`src/rtl/adder_arbiter.sv`:
```
// Round-robin arbiter sharing one external combinational adder among NUM_REQ requesters.
// Optional grant/carry-out statistics counters are enabled with `define ADDER_ARB_STATS_EN.
module adder_arbiter #(
    parameter int unsigned WIDTH   = 32,
    parameter int unsigned NUM_REQ = 4,
    parameter int unsigned ID_W    = 2
) (
    input  logic                       clk,
    input  logic                       rst,
    input  logic [NUM_REQ-1:0]         req_valid,
    output logic [NUM_REQ-1:0]         req_ready,
    input  logic [NUM_REQ*WIDTH-1:0]   req_a,
    input  logic [NUM_REQ*WIDTH-1:0]   req_b,
    output logic [WIDTH-1:0]           add_a,
    output logic [WIDTH-1:0]           add_b,
    input  logic [WIDTH:0]             add_result,
    output logic                       resp_valid,
    input  logic                       resp_ready,
    output logic [WIDTH:0]             resp_data,
    output logic [ID_W-1:0]            resp_id,
    output logic                       busy
`ifdef ADDER_ARB_STATS_EN
    ,
    output logic [15:0]                grant_count,
    output logic [15:0]                ovf_count
`endif
);

    localparam int unsigned RES_W = WIDTH + 1;
    localparam int unsigned CNT_W = 16;

    typedef enum logic [1:0] {
        IDLE = 2'd0,
        CALC = 2'd1,
        RESP = 2'd2
    } state_t;

    state_t             state_q, state_d;
    logic [ID_W-1:0]    last_q, last_d;
    logic [WIDTH-1:0]   add_a_q, add_a_d;
    logic [WIDTH-1:0]   add_b_q, add_b_d;
    logic [RES_W-1:0]   resp_data_q, resp_data_d;
    logic [ID_W-1:0]    resp_id_q, resp_id_d;
    logic               resp_valid_q, resp_valid_d;
    logic               busy_q, busy_d;

    logic [WIDTH-1:0]   op_a [NUM_REQ];
    logic [WIDTH-1:0]   op_b [NUM_REQ];
    logic               found_c;
    logic [ID_W-1:0]    win_c;

`ifdef ADDER_ARB_STATS_EN
    logic [CNT_W-1:0]   grant_cnt_q, grant_cnt_d;
    logic [CNT_W-1:0]   ovf_cnt_q, ovf_cnt_d;
`endif

    for (genvar g = 0; g < NUM_REQ; g++) begin : g_unpack
        assign op_a[g] = req_a[g*WIDTH +: WIDTH];
        assign op_b[g] = req_b[g*WIDTH +: WIDTH];
    end

    // Round-robin pick: indices above last first, then wrap to 0..last.
    always_comb begin
        found_c = 1'b0;
        win_c   = '0;
        for (int unsigned i = 0; i < NUM_REQ; i++) begin
            if (!found_c && (i > 32'(last_q)) && req_valid[i]) begin
                found_c = 1'b1;
                win_c   = ID_W'(i);
            end
        end
        for (int unsigned i = 0; i < NUM_REQ; i++) begin
            if (!found_c && (i <= 32'(last_q)) && req_valid[i]) begin
                found_c = 1'b1;
                win_c   = ID_W'(i);
            end
        end
    end

    always_comb begin
        state_d      = state_q;
        last_d       = last_q;
        add_a_d      = add_a_q;
        add_b_d      = add_b_q;
        resp_data_d  = resp_data_q;
        resp_id_d    = resp_id_q;
        resp_valid_d = resp_valid_q;
        req_ready    = '0;
`ifdef ADDER_ARB_STATS_EN
        grant_cnt_d  = grant_cnt_q;
        ovf_cnt_d    = ovf_cnt_q;
`endif
        unique case (state_q)
            IDLE: begin
                if (found_c) begin
                    req_ready[win_c] = 1'b1;
                    add_a_d          = op_a[win_c];
                    add_b_d          = op_b[win_c];
                    resp_id_d        = win_c;
                    last_d           = win_c;
                    state_d          = CALC;
`ifdef ADDER_ARB_STATS_EN
                    if (grant_cnt_q != '1) grant_cnt_d = grant_cnt_q + CNT_W'(1);
`endif
                end
            end
            CALC: begin
                resp_data_d  = add_result;
                resp_valid_d = 1'b1;
                state_d      = RESP;
`ifdef ADDER_ARB_STATS_EN
                if (add_result[WIDTH] && (ovf_cnt_q != '1)) ovf_cnt_d = ovf_cnt_q + CNT_W'(1);
`endif
            end
            RESP: begin
                if (resp_ready) begin
                    resp_valid_d = 1'b0;
                    state_d      = IDLE;
                end
            end
            default: state_d = IDLE;
        endcase
        busy_d = (state_d != IDLE);
    end

    always_ff @(posedge clk or posedge rst) begin
        if (rst) begin
            state_q      <= IDLE;
            last_q       <= ID_W'(NUM_REQ - 1);
            add_a_q      <= '0;
            add_b_q      <= '0;
            resp_data_q  <= '0;
            resp_id_q    <= '0;
            resp_valid_q <= 1'b0;
            busy_q       <= 1'b0;
`ifdef ADDER_ARB_STATS_EN
            grant_cnt_q  <= '0;
            ovf_cnt_q    <= '0;
`endif
        end else begin
            state_q      <= state_d;
            last_q       <= last_d;
            add_a_q      <= add_a_d;
            add_b_q      <= add_b_d;
            resp_data_q  <= resp_data_d;
            resp_id_q    <= resp_id_d;
            resp_valid_q <= resp_valid_d;
            busy_q       <= busy_d;
`ifdef ADDER_ARB_STATS_EN
            grant_cnt_q  <= grant_cnt_d;
            ovf_cnt_q    <= ovf_cnt_d;
`endif
        end
    end

    assign add_a      = add_a_q;
    assign add_b      = add_b_q;
    assign resp_data  = resp_data_q;
    assign resp_id    = resp_id_q;
    assign resp_valid = resp_valid_q;
    assign busy       = busy_q;
`ifdef ADDER_ARB_STATS_EN
    assign grant_count = grant_cnt_q;
    assign ovf_count   = ovf_cnt_q;
`endif

endmodule

```
`config.mk`:
```
export PLATFORM = sky130hd
export DESIGN_NAME = adder_arbiter
export DESIGN_NICKNAME = d
export VERILOG_FILES = /design/src/rtl/adder_arbiter.sv
export SDC_FILE = /design/constraint.sdc
export NUM_CORES = 1
export LEC_CHECK = 0
export CAP_MARGIN = 10
export CORE_AREA = 2 2 156 158
export CTS_BUF_LIST = sky130_fd_sc_hd__clkbuf_2
export DETAILED_ROUTE_END_ITERATION = 7
export DIE_AREA = 0 0 158 160
export DONT_BUFFER_PORTS = 1
export PLACE_DENSITY = 0.35
export SLEW_MARGIN = 10
export SYNTH_ARGS = -nofsm -noshare
export SYNTH_HDL_FRONTEND = slang
export SYNTH_SLANG_ARGS = --single-unit
```
`constraint.sdc`:
```
create_clock -name clk -period 3.35 [get_ports clk]
set_clock_uncertainty 0.2 [all_clocks]
set_input_delay 0.67 -clock clk [delete_from_list [all_inputs] [get_ports clk]]
set_output_delay 0.67 -clock clk [all_outputs]
set_load 0.05 [all_outputs]
```
; ---- Word-level counts from Yosys, hierarchy flattened
; Cells that the tools add are included.
[word_totals]
register_bits = 105
output_inout_bits = 105
wordCells = 74
[op_classes]
order_cmp = 9
n_eq_ne = 3
n_mux = 29
bitwise = 1
reduce_logical = 24
[ops]
columns = op, count
row1 = $bmux 32 s2, 2
row2 = $mux 32, 4
row3 = $mux 2, 8
row4 = $logic_and 1x1->1, 13
row5 = $mux 1, 10
row6 = $mux 4, 2
row7 = $logic_not 1->1, 6
row8 = $pmux 2 s3, 1
row9 = $gt 2x2->1 const A, 2
row10 = $le 2x2->1 const A, 2
row11 = $reduce_and 2->1, 2
row12 = $reduce_bool 2->1, 2
row13 = $ge 3x3->1 const B, 1
row14 = $lt 2x3->1 const B, 1
row15 = $not 2->3, 1
row16 = $demux 1 s2, 1
row17 = $eq 2x1->1 const B, 1
row18 = $eq 2x2->1 const B, 1
row19 = $ge 2x1->1 const B, 1
row20 = $gt 1x2->1 const A, 1
row21 = $le 1x2->1 const A, 1
row22 = $logic_not 2->1, 1
row23 = $ne 2x2->1 const B, 1
row24 = $pmux 1 s2, 1

; ---- Logic depth before layout (Yosys ltp)
; Gate-level depths: netlist (run 1).
[logic_depth]
ltp_word = 32
mapped_depth = 8
mapped_depth_nobuf = 5

; ---- Least setup slack after synthesis (run 1)
; Ideal clock, no wire load.
[synth_path]
path_kind = in2out
startpoint = input port req_valid[1]
endpoint = output port req_ready[3]
arrival_ps = 2275
required_ps = 2480
setup_slack_ps = 205
stages = 7
path_buffers = 3
cell_sequence = buf_2 -> nor4_1 -> or3_1 -> buf_2 -> buf_2 -> nor4_2 -> and2_1
[synth_via]
elab_chain_cells = 31
[synth_rtl]
columns = element, line_no
row1 = "start, declared", 10  ; input logic [NUM_REQ-1:0] req_valid,
row2 = $logic_and 1x1->1, 67  ; if (!found_c && (i > 32'(last_q)) && req_valid[i]) begin
row3 = $mux 1, 67
row4 = $logic_not 1->1, 67
row5 = $logic_and 1x1->1 (2 in a row), 67
row6 = $mux 1, 67
row7 = $logic_not 1->1, 67
row8 = $logic_and 1x1->1 (2 in a row), 67
row9 = $mux 1, 67
row10 = (+12 left out), -
row11 = $logic_and 1x1->1 (2 in a row), 73  ; if (!found_c && (i <= 32'(last_q)) && req_valid[i]) begin
row12 = $mux 2, 73
row13 = $lt 2x3->1 (implied by the code) or $ge 2x1->1 (tied branches), 96  ; req_ready[win_c] = 1'b1;
row14 = $logic_and 1x1->1 (implied by the code), 96
row15 = $mux 1 (implied by the code), 96
row16 = $demux 1 s2, 96
row17 = $mux 4 (*), 95  ; if (found_c) begin
row18 = $mux 4 (*), 93  ; unique case (state_q)
row19 = "end, declared", 11  ; output logic [NUM_REQ-1:0] req_ready,
; Mark *: on every way between the ends. The rest lies on a longest branch, timed or not.

; ---- Worst setup path in the final report (run 1)
[layout_path]
startpoint = register state_q[1]
endpoint = output port req_ready[3]
[layout_via]
elab_chain_cells = 2
[layout_rtl]
columns = element, line_no
row1 = "start, declared", 38  ; state_t state_q, state_d;
row2 = "start signal, assigned", 141  ; state_q <= state_d;
row3 = $logic_not 2->1, 93
row4 = $mux 4, 93
; No other way between the ends.

==> flow_summary.yaml, run 1 <==
placement:
  dp_hpwl_mm: 16.1
  place_congestion: 0.779
  placement.io_buffers: 0
global_route:
  grt_overflow_total: 0
  grt_max_degree: 65
  grt_pass1_wl_mm: 34.5
  grt_usage: 0.180
  antenna_found_initial: 3
  grt_pass1_vias: 5895
timing:
  min_period_ns: 3.14
  slew_headroom: 0.475
  rsz0062_at_grt: "no"
  timing.fmax_mhz: 318
  setup_viol: 0
  fin_hold_ws_ns: 0.132
  worst_slew_pin_slew_ns: 0.787
  slew_violations: 0
  hold_viol: 0
  finalSetupTns_ns: 0
  period_share: 0.939
floorplanning:
  rows: 57
  ios: 401
  die_area_mm2: 0.0253
  dieWidth_um: 158
  die_height_um: 160
  start_util: 0.239
  core_area_mm2: 0.0238
clock_tree:
  cts_htree_levels: 3
  cts_tree: "done"
  path_clk_slew_ns: 0.35
  cts_max_path_buffers: 2
  cts_buffers: 9
  clock_sinks: 105
  clk_latency_ns: 0.61
  cts-root-buf: "clkbuf_2"
hold_path:
  hold_class: "input pin to flop"
run_status:
  status: "completed"
worst_setup_path:
  critical_path_class: "flop to primary output"
  crit_fanout: 4
  critPathRequiredTime_ns: 2.48
  worst_ep_arrival_time_ns: 2.27
  end_kind: "primary output"
  startpoint_type: "flop"
yosys:
  synth_largest_area_cell: "dfrtp_1"
  async_flop_share: 1.00
  synth-seq-area-share: 0.462
  synth-edff-count: 0
  synthFlopType: "dfrtp_1"
  yosys_warnings: 0
  ys_types: 39
  synth_nets: 862
  synthesis.area_mm2: 0.00569
  syn_area_per_cell_um2: 10.1
  syn-instance-count: 566
  synthTopCellsByCount: "dfrtp_1, nor2_1, o21ai_0, a31oi_1, nand2_1"
  synthMostInstantiatedCell: "dfrtp_1"
  ys_seq_elements: 105
  yosys-top-cells-area: "dfrtp_1, a221oi_2, a31oi_1"
  synth_top_area_frac: 0.453
flow_run:
  maxCapViolCount: 0
layout:
  synthToLayoutAreaGrowth_pct: 38.9
  layout-drive-gt1-share: 0.196
  layout.nets: 1007
detailed_routing:
  drt-initial-drc-count: 379
  route.detailed.drc: 0
  wl_per_cell_um: 22.7
  firstDrtPassIters: 5
  drt-total-wl_mm: 23.7
  vias: 5384
  via_per_inst: 5.16
  detail-route-antenna-nets: 0
power:
  leakage_nw: 2.92
  power_density_mw_per_mm2: 1160
  peakVddDrop_uv: 455
## state kept, by name, summed over array words and instances, names as in the netlist
name	flops
add_a	32
last_q	2
resp_data	33
resp_valid	1
state_q	2
add_b	32
busy	1
resp_id	2
## power breakdown
group	total (mW)	switching (mW)	internal, mW
clock network	0.635	0.512	0.124
registers	4.66	2.77	1.90
logic	3.89	1.86	2.03
total	9.19	5.14	4.05
## cell families (layout without fill, tap and decap cells)
kind of cell / Yosys count / in the layout / synth area share
AOI/OAI and AO/OA: 216 / 216 / 0.310
buffers and inverters: 62 / 212 / 0.0545
DFF: 105 / 105 / 0.462
muxes: 34 / 34 / 0.0670
other: 0 / 4 / 0
and+or+nand+nor: 149 / 149 / 0.107
## timing repair
item	4_1_cts	5_1_grt
setup endpoints to repair	0	2
endpoints found under the hold margin	125	1
gates resized for setup	0	2
hold buffers	162	1
setup buffers	0	4
## worst max-delay path, stage by stage, from the launching register on
cell and delay [ns]:
dfrtp_2 0.53, or3_4 0.43, nor4_4 0.33, and2_1 0.22, buf_12 0.15
## cell usage in the layout, fill, tap and decap left out, drive strengths merged, types with 10 or more instances in the layout
cell and n:
a221oi 64, a31oi 64, buf 28, clkbuf 10, dfrtp 103, dlygate4sd3 163
mux2 33, nand2 64, nor2 68, o21ai 68
## layout make-up
| cell class | count | area (µm²) |
|---|---|---|
| fill | 2466 | 15900 |
| multi-input combinational | 399 | 2810 |
| sequential | 105 | 2630 |
| timing repair buffer | 191 | 1930 |
| tap | 324 | 405 |
| clock inverter | 6 | 57.6 |
| clock buffer | 10 | 50.0 |
| inverter | 5 | 22.5 |
| antenna | 4 | 10.0 |
## stage by stage
step                      power, mW  cells  utilization  setup slack (ns)  instance area, µm²
after floorplan                6.71    566            -             0.205                5700
after global placement         7.55    857        0.257             0.539                6120
after detailed placement       7.61    857        0.257             0.518                6120
after CTS                      9.19   1035        0.330           0.00545                7850
after global routing           9.72   1042        0.332            0.0176                7910
final                          9.19   1044        0.332             0.206                7910
## final timing paths
path,depth (start not counted),endpoint,startpoint,slack [ns]
worst max-delay path,4,req_ready[3],state_q[1],0.21
worst min-delay path,2,add_a[4],req_a[4],0.13
worst max register to register,6,add_b[20],state_q[1],0.37
worst min register to register,1,resp_valid,state_q[1],0.35
max in group asynchronous,3,last_q[0],rst,1.81
min in group asynchronous,2,add_a[22],rst,0.36
## metal layers
layer / global-route usage / vias to the layer above / part of all wire
li1: - / 2419 / -
met1: 0.199 / 2648 / 0.37
met2: 0.333 / 302 / 0.53
met3: 0.0562 / 15 / 0.095
met4: 0.0438 / 0 / 0.012
met5: 0 / - / 0
(Power assumes the default switching activity.)
==> run 2: changes to the inputs <==
--- a/config.mk
+++ b/config.mk
@@ -10,8 +10,7 @@
 export CTS_BUF_LIST = sky130_fd_sc_hd__clkbuf_2
 export DETAILED_ROUTE_END_ITERATION = 7
 export DIE_AREA = 0 0 158 160
-export DONT_BUFFER_PORTS = 1
-export PLACE_DENSITY = 0.35
+export PLACE_DENSITY = 0.57
 export SLEW_MARGIN = 10
 export SYNTH_ARGS = -nofsm -noshare
 export SYNTH_HDL_FRONTEND = slang
==> run 2 against run 1 <==
  * Global-route usage is 1.7 points higher
  * Wire length is 7.9% higher
  * Count of clock-buffer cells in the layout is 1 lower
  * Critical endpoint unchanged
  * Non-clock buffer count is 229 higher
  * Flip-flop and latch count stayed put
  * First-iteration DRC count is 36% lower
  * Cell count is 22% higher
  * Fmax is 0.27% lower
  * Power is 6.0% higher
  * Register-to-register slack better by 0.69 ns
==> flow_summary.yaml, run 2 (synthesis gave the netlist of run 1 again) <==
run_status:
  status: "completed"
clock_tree:
  cts_tree: "done"
  cts-resized-gates: 0
  cts-root-buf: "clkbuf_2"
  cts_hold_buffers: 0
  clk_latency_ns: 0.58
  clock_sinks: 105
  cts_htree_levels: 3
  path_clk_slew_ns: 0.34
  cts_max_path_buffers: 2
  cts_setup_buffers: 0
  cts_buffers: 9
worst_setup_path:
  crit_fanout: 7
  r2r-start: "last_q[1]"
  slowest_delay_ns: 0.51
  cp_num_buf_inv: 3
  slowest_stage: "clkdlybuf4s50_1"
  crit_chain: "clkdlybuf4s50_1 > buf_4 > nand2b_1 > a21boi_0 > o21ai_0 > and2_1 > buf_12"
  r2r_cells: 5
  regToRegEndpoint: "add_b[19]"
  r2r_slack_ns: 1.06
  critical_path_class: "input pin to primary output"
  startpoint_type: "input pin"
  critPathTopFamily: "buffers and inverters"
  worst_ep_arrival_time_ns: 2.28
  end_kind: "primary output"
  critPathRequiredTime_ns: 2.48
layout:
  largest_reg_flops: 33
  layout.nets: 1236
  synthToLayoutAreaGrowth_pct: 79.4
  final_cell_mix: "clkdlybuf4s50_1, dfrtp_1, nor2_1, o21ai_0"
  layout_commonest_cell: "clkdlybuf4s50_1"
  final_cells: 1269
  layout-drive-gt1-share: 0.142
  fin_util: 0.429
power:
  peakVddDrop_uv: 487
  power_density_mw_per_mm2: 953
  p_total_mw: 9.74
  leakage_nw: 3.79
placement:
  placement.io_buffers: 400
  dp_slack_ns: 0.217
  place_congestion: 0.762
  dp_hpwl_mm: 17.8
  placed_cells: 1253
global_route:
  grt_overflow_total: 0
  grt_max_degree: 106
  antenna_found_initial: 1
  grt_pass1_vias: 6364
  grt_pass1_wl_mm: 37.8
  grt_usage: 0.197
timing:
  min_period_ns: 3.15
  fin_ws_ns: 0.197
  setup_viol: 0
  worst_slew_pin_slew_ns: 0.669
  slew_headroom: 0.554
  slew_violations: 0
  period_share: 0.941
  hold_viol: 0
  rsz0062_at_grt: "no"
  timing.fmax_mhz: 317
  finalSetupTns_ns: 0
detailed_routing:
  vias: 6223
  detail-route-antenna-nets: 0
  route.detailed.drc: 0
  drt-initial-drc-count: 243
  wl_per_cell_um: 20.1
  via_per_inst: 4.90
  drt-total-wl_mm: 25.5
  firstDrtPassIters: 4
floorplanning:
  core_area_mm2: 0.0238
  start_util: 0.239
  die_height_um: 160
  dieWidth_um: 158
  rows: 57
  die_area_mm2: 0.0253
  ios: 401
hold_path:
  hold_class: "input pin to async pin"
flow_run:
  maxCapViolCount: 0
[run 2: changes by cell type in the layout (fill, tap and decap cells not counted), moves of 2 or more]
cell	before	now
clkdlybuf4s50_1	0	396
buf_4	21	15
inv_6	2	0
clkinvlp_4	1	5
diode_2	4	1
dlygate4sd3_1	163	0
clkinv_4	2	0
buf_12	7	9
[run 2: worst max path at each step]
stage	from	endpoint	cells after the start
2_1_floorplan	req_valid[1]	req_ready[3]	7
3_5_place_dp	req_valid[2]	req_ready[3]	7
5_1_grt	state_q[1]	req_ready[3]	4
3_3_place_gp	req_valid[2]	req_ready[3]	6
4_1_cts	state_q[1]	req_ready[3]	4
6_report	req_valid[2]	req_ready[3]	7
[run 2: tightest hold or removal path, stage by stage]
cell             delay [ns]
clkdlybuf4s50_1        0.44
clkinvlp_4             0.10
buf_12                 0.45
[run 2: metrics by stage]
stage                     hold WS [ns]  cell area, µm²
after floorplan                  0.256            5700
after global placement           0.256           10100
after detailed placement         0.266           10100
after CTS                        0.240           10200
after global routing             0.241           10200
final                            0.290           10200
[run 2: layer usage]
layer	track usage	wire, µm	vias up
met2	0.345	12400	300
met4	0.0672	649	0
met1	0.223	9970	3024
met5	0	0	-
li1	-	-	2861
met3	0.0657	2500	38
[run 2: layout make-up]
class / instances / area (µm²)
Clock inverter: 6 / 52.6
Sequential cell: 105 / 2630
Fill cell: 2390 / 13600
Inverter: 5 / 22.5
Antenna cell: 1 / 2.50
Timing Repair Buffer: 420 / 4260
Clock buffer: 9 / 45.0
Tap cell: 324 / 405
Multi-Input combinational cell: 399 / 2800
[run 2: power by group]
group | leakage, nW | internal [mW] | switching [mW]
Sequential | 1.19 | 1.93 | 0.377
Clock | 0.0501 | 0.103 | 0.510
Combinational | 2.55 | 2.50 | 4.31
==> run 3: changes to the inputs <==
--- a/config.mk
+++ b/config.mk
@@ -5,12 +5,13 @@
 export SDC_FILE = /design/constraint.sdc
 export NUM_CORES = 1
 export LEC_CHECK = 0
+export ABC_AREA = 1
 export CAP_MARGIN = 10
-export CORE_AREA = 2 2 156 158
+export CORE_AREA = 2 2 155 157
 export CTS_BUF_LIST = sky130_fd_sc_hd__clkbuf_2
 export DETAILED_ROUTE_END_ITERATION = 7
-export DIE_AREA = 0 0 158 160
-export PLACE_DENSITY = 0.57
+export DIE_AREA = 0 0 157 159
+export PLACE_DENSITY = 0.63
 export SLEW_MARGIN = 10
 export SYNTH_ARGS = -nofsm -noshare
 export SYNTH_HDL_FRONTEND = slang
==> run 3 against run 2 <==
  * Utilization is 5.6 points higher
  * Cell count is 41% higher
  * Worst hold slack lost 0.021 ns
  * Via count grew 28%
  * Synthesized cell count rose by 94%
  * Clock power increased by 3.3%
  * Power rose by 5.4%
  * Fmax is 3.6% lower
  * Sequential power decreased by 4%
  * Critical path type is now flop to primary output
  * Global-route usage up 1.5 points
  * Sequential share of layout area shrank 2.4 points
  * Register-to-register slack worse by 0.27 ns
==> flow_summary.yaml, run 3 <==
run_status:
  status: "completed"
floorplanning:
  start_util: 0.289
  ios: 401
  rows: 56
  core_area_mm2: 0.0232
  dieWidth_um: 157
  die_height_um: 159
  die_area_mm2: 0.0250
layout:
  final_cell_mix: "nand2_1, clkdlybuf4s50_1, nand3_1"
  layout_commonest_cell: "nand2_1"
  final_cells: 1791
  layout.nets: 1761
  synthToLayoutAreaGrowth_pct: 67.7
  layout-drive-gt1-share: 0.0503
  largest_reg_flops: 33
timing:
  min_period_ns: 3.27
  slew_violations: 0
  worst_slew_pin_slew_ns: 0.818
  hold_viol: 0
  fin_hold_ws_ns: 0.270
  rsz0062_at_grt: "yes"
  timing.fmax_mhz: 306
  setup_viol: 0
  slew_headroom: 0.455
  period_share: 0.976
  finalSetupTns_ns: 0
worst_setup_path:
  slowest_delay_ns: 0.65
  critical_path_class: "flop to primary output"
  crit_fanout: 5
  startpoint_type: "flop"
  worst_ep_arrival_time_ns: 2.40
  cp_num_buf_inv: 4
  crit_chain: "buf_4 > nand2_1 > nand4_4 > buf_4 > nand3_4 > buf_6 > nor3_4 > buf_12"
  slowest_stage: "dfstp_2"
  critPathRequiredTime_ns: 2.48
  end_kind: "primary output"
  cp_common_cell: "buf_4"
  critPathTopFamily: "flip-flops"
yosys:
  synthesis.area_mm2: 0.00671
  synth-edff-count: 0
  ys_types: 25
  synth-seq-area-share: 0.392
  async_flop_share: 1.00
  synthMostInstantiatedCell: "nand2_1"
  yosys_warnings: 0
  synth_top_area_frac: 0.421
  synth_nets: 1394
  synth_largest_area_cell: "nand2_1"
  syn_area_per_cell_um2: 6.11
  ys_seq_elements: 105
  syn-instance-count: 1098
  yosys-top-cells-area: "nand2_1, dfrtp_1, nand3_1"
  synthTopCellsByCount: "nand2_1, nand3_1, dfrtp_1, buf_2, clkbuf_1"
  synthFlopType: "dfrtp_1"
detailed_routing:
  wl_per_cell_um: 15.2
  via_per_inst: 4.43
  detail-route-antenna-nets: 0
  firstDrtPassIters: 5
  drt-total-wl_mm: 27.2
  drt-initial-drc-count: 488
  vias: 7936
  route.detailed.drc: 0
placement:
  dp_hpwl_mm: 19.6
  placement.io_buffers: 400
  placed_cells: 1765
  place_congestion: 0.819
hold_path:
  hold_class: "input pin to async pin"
power:
  power_density_mw_per_mm2: 912
  leakage_nw: 5.75
  peakVddDrop_uv: 435
  p_total_mw: 10.3
flow_run:
  maxCapViolCount: 0
clock_tree:
  cts_max_path_buffers: 2
  cts_hold_buffers: 0
  cts-root-buf: "clkbuf_2"
  cts_buffers: 9
  clk_latency_ns: 0.63
  clock_sinks: 105
  cts_tree: "done"
  path_clk_slew_ns: 0.31
  cts_htree_levels: 3
global_route:
  grt_usage: 0.212
  grt_overflow_total: 0
  antenna_found_initial: 1
  grt_max_degree: 106
  grt_pass1_wl_mm: 41.7
  grt_pass1_vias: 7718
==> run 3: worst paths after layout <==
check,cells after the start,end,slack (ns),from
worst max register to register,9,last_q[1],0.79,last_q[1]
worst max-delay path,8,req_ready[1],0.08,last_q[1]
min in group clk,3,resp_data[1],0.30,add_result[1]
worst min-delay path,3,resp_data[20],0.27,rst
max in group asynchronous,3,resp_data[21],2.22,rst
worst min register to register,2,resp_data[31],0.31,resp_data[31]
==> run 3: logic make-up (layout without fill, tap and decap cells) <==
group / after synthesis / after routing / synth area share
simple gates: 900 / 900 / 0.535
other cells: 0 / 2 / 0
buf+inv: 86 / 458 / 0.0643
flops: 105 / 105 / 0.392
compound gates: 7 / 7 / 0.00821
==> run 3: tightest hold or removal path, delay by kind of cell <==
| kind | cells | cell delay [ns] |
|---|---|---|
| buffers and inverters | 3 | 0.93 |
==> run 3: final cells by class <==
type,count,area [µm²]
diodes,2,5.00
clock buffers,9,45.0
clock inverters,7,72.6
fillers,2423,11900
inverters,10,43.8
multi-input cells,907,3720
flip-flops and latches,105,2630
well taps,319,399
repair buffers,432,4340
==> run 3: per-stage QoR <==
step                      cell area, µm²  utilization  worst slack, ns
after floorplan                     6720            -         -0.00147
after global placement             11000        0.474           0.0196
after detailed placement           11000        0.474          -0.0167
after CTS                          11200        0.483          -0.0146
after global routing               11300        0.485          -0.0827
final                              11300        0.485           0.0794
==> run 3: metal layers <==
metal | track usage | part of all wire
met1 | 0.249 | 0.41
met4 | 0.0596 | 0.023
met2 | 0.385 | 0.50
met5 | 0 | 0
met3 | 0.0446 | 0.063
==> run 3: where the power goes <==
group	total, mW	switching [mW]	internal [mW]	leakage [nW]
sequential	2.22	0.333	1.88	1.30
combinational	7.41	4.95	2.47	4.38
clock	0.634	0.511	0.123	0.0693
==> run 3: repair_timing <==
item / in CTS / in global routing
pin swaps: 7 / 3
setup endpoints to repair: 4 / 4
setup buffers: 6 / 2
gates resized for setup: 11 / 3
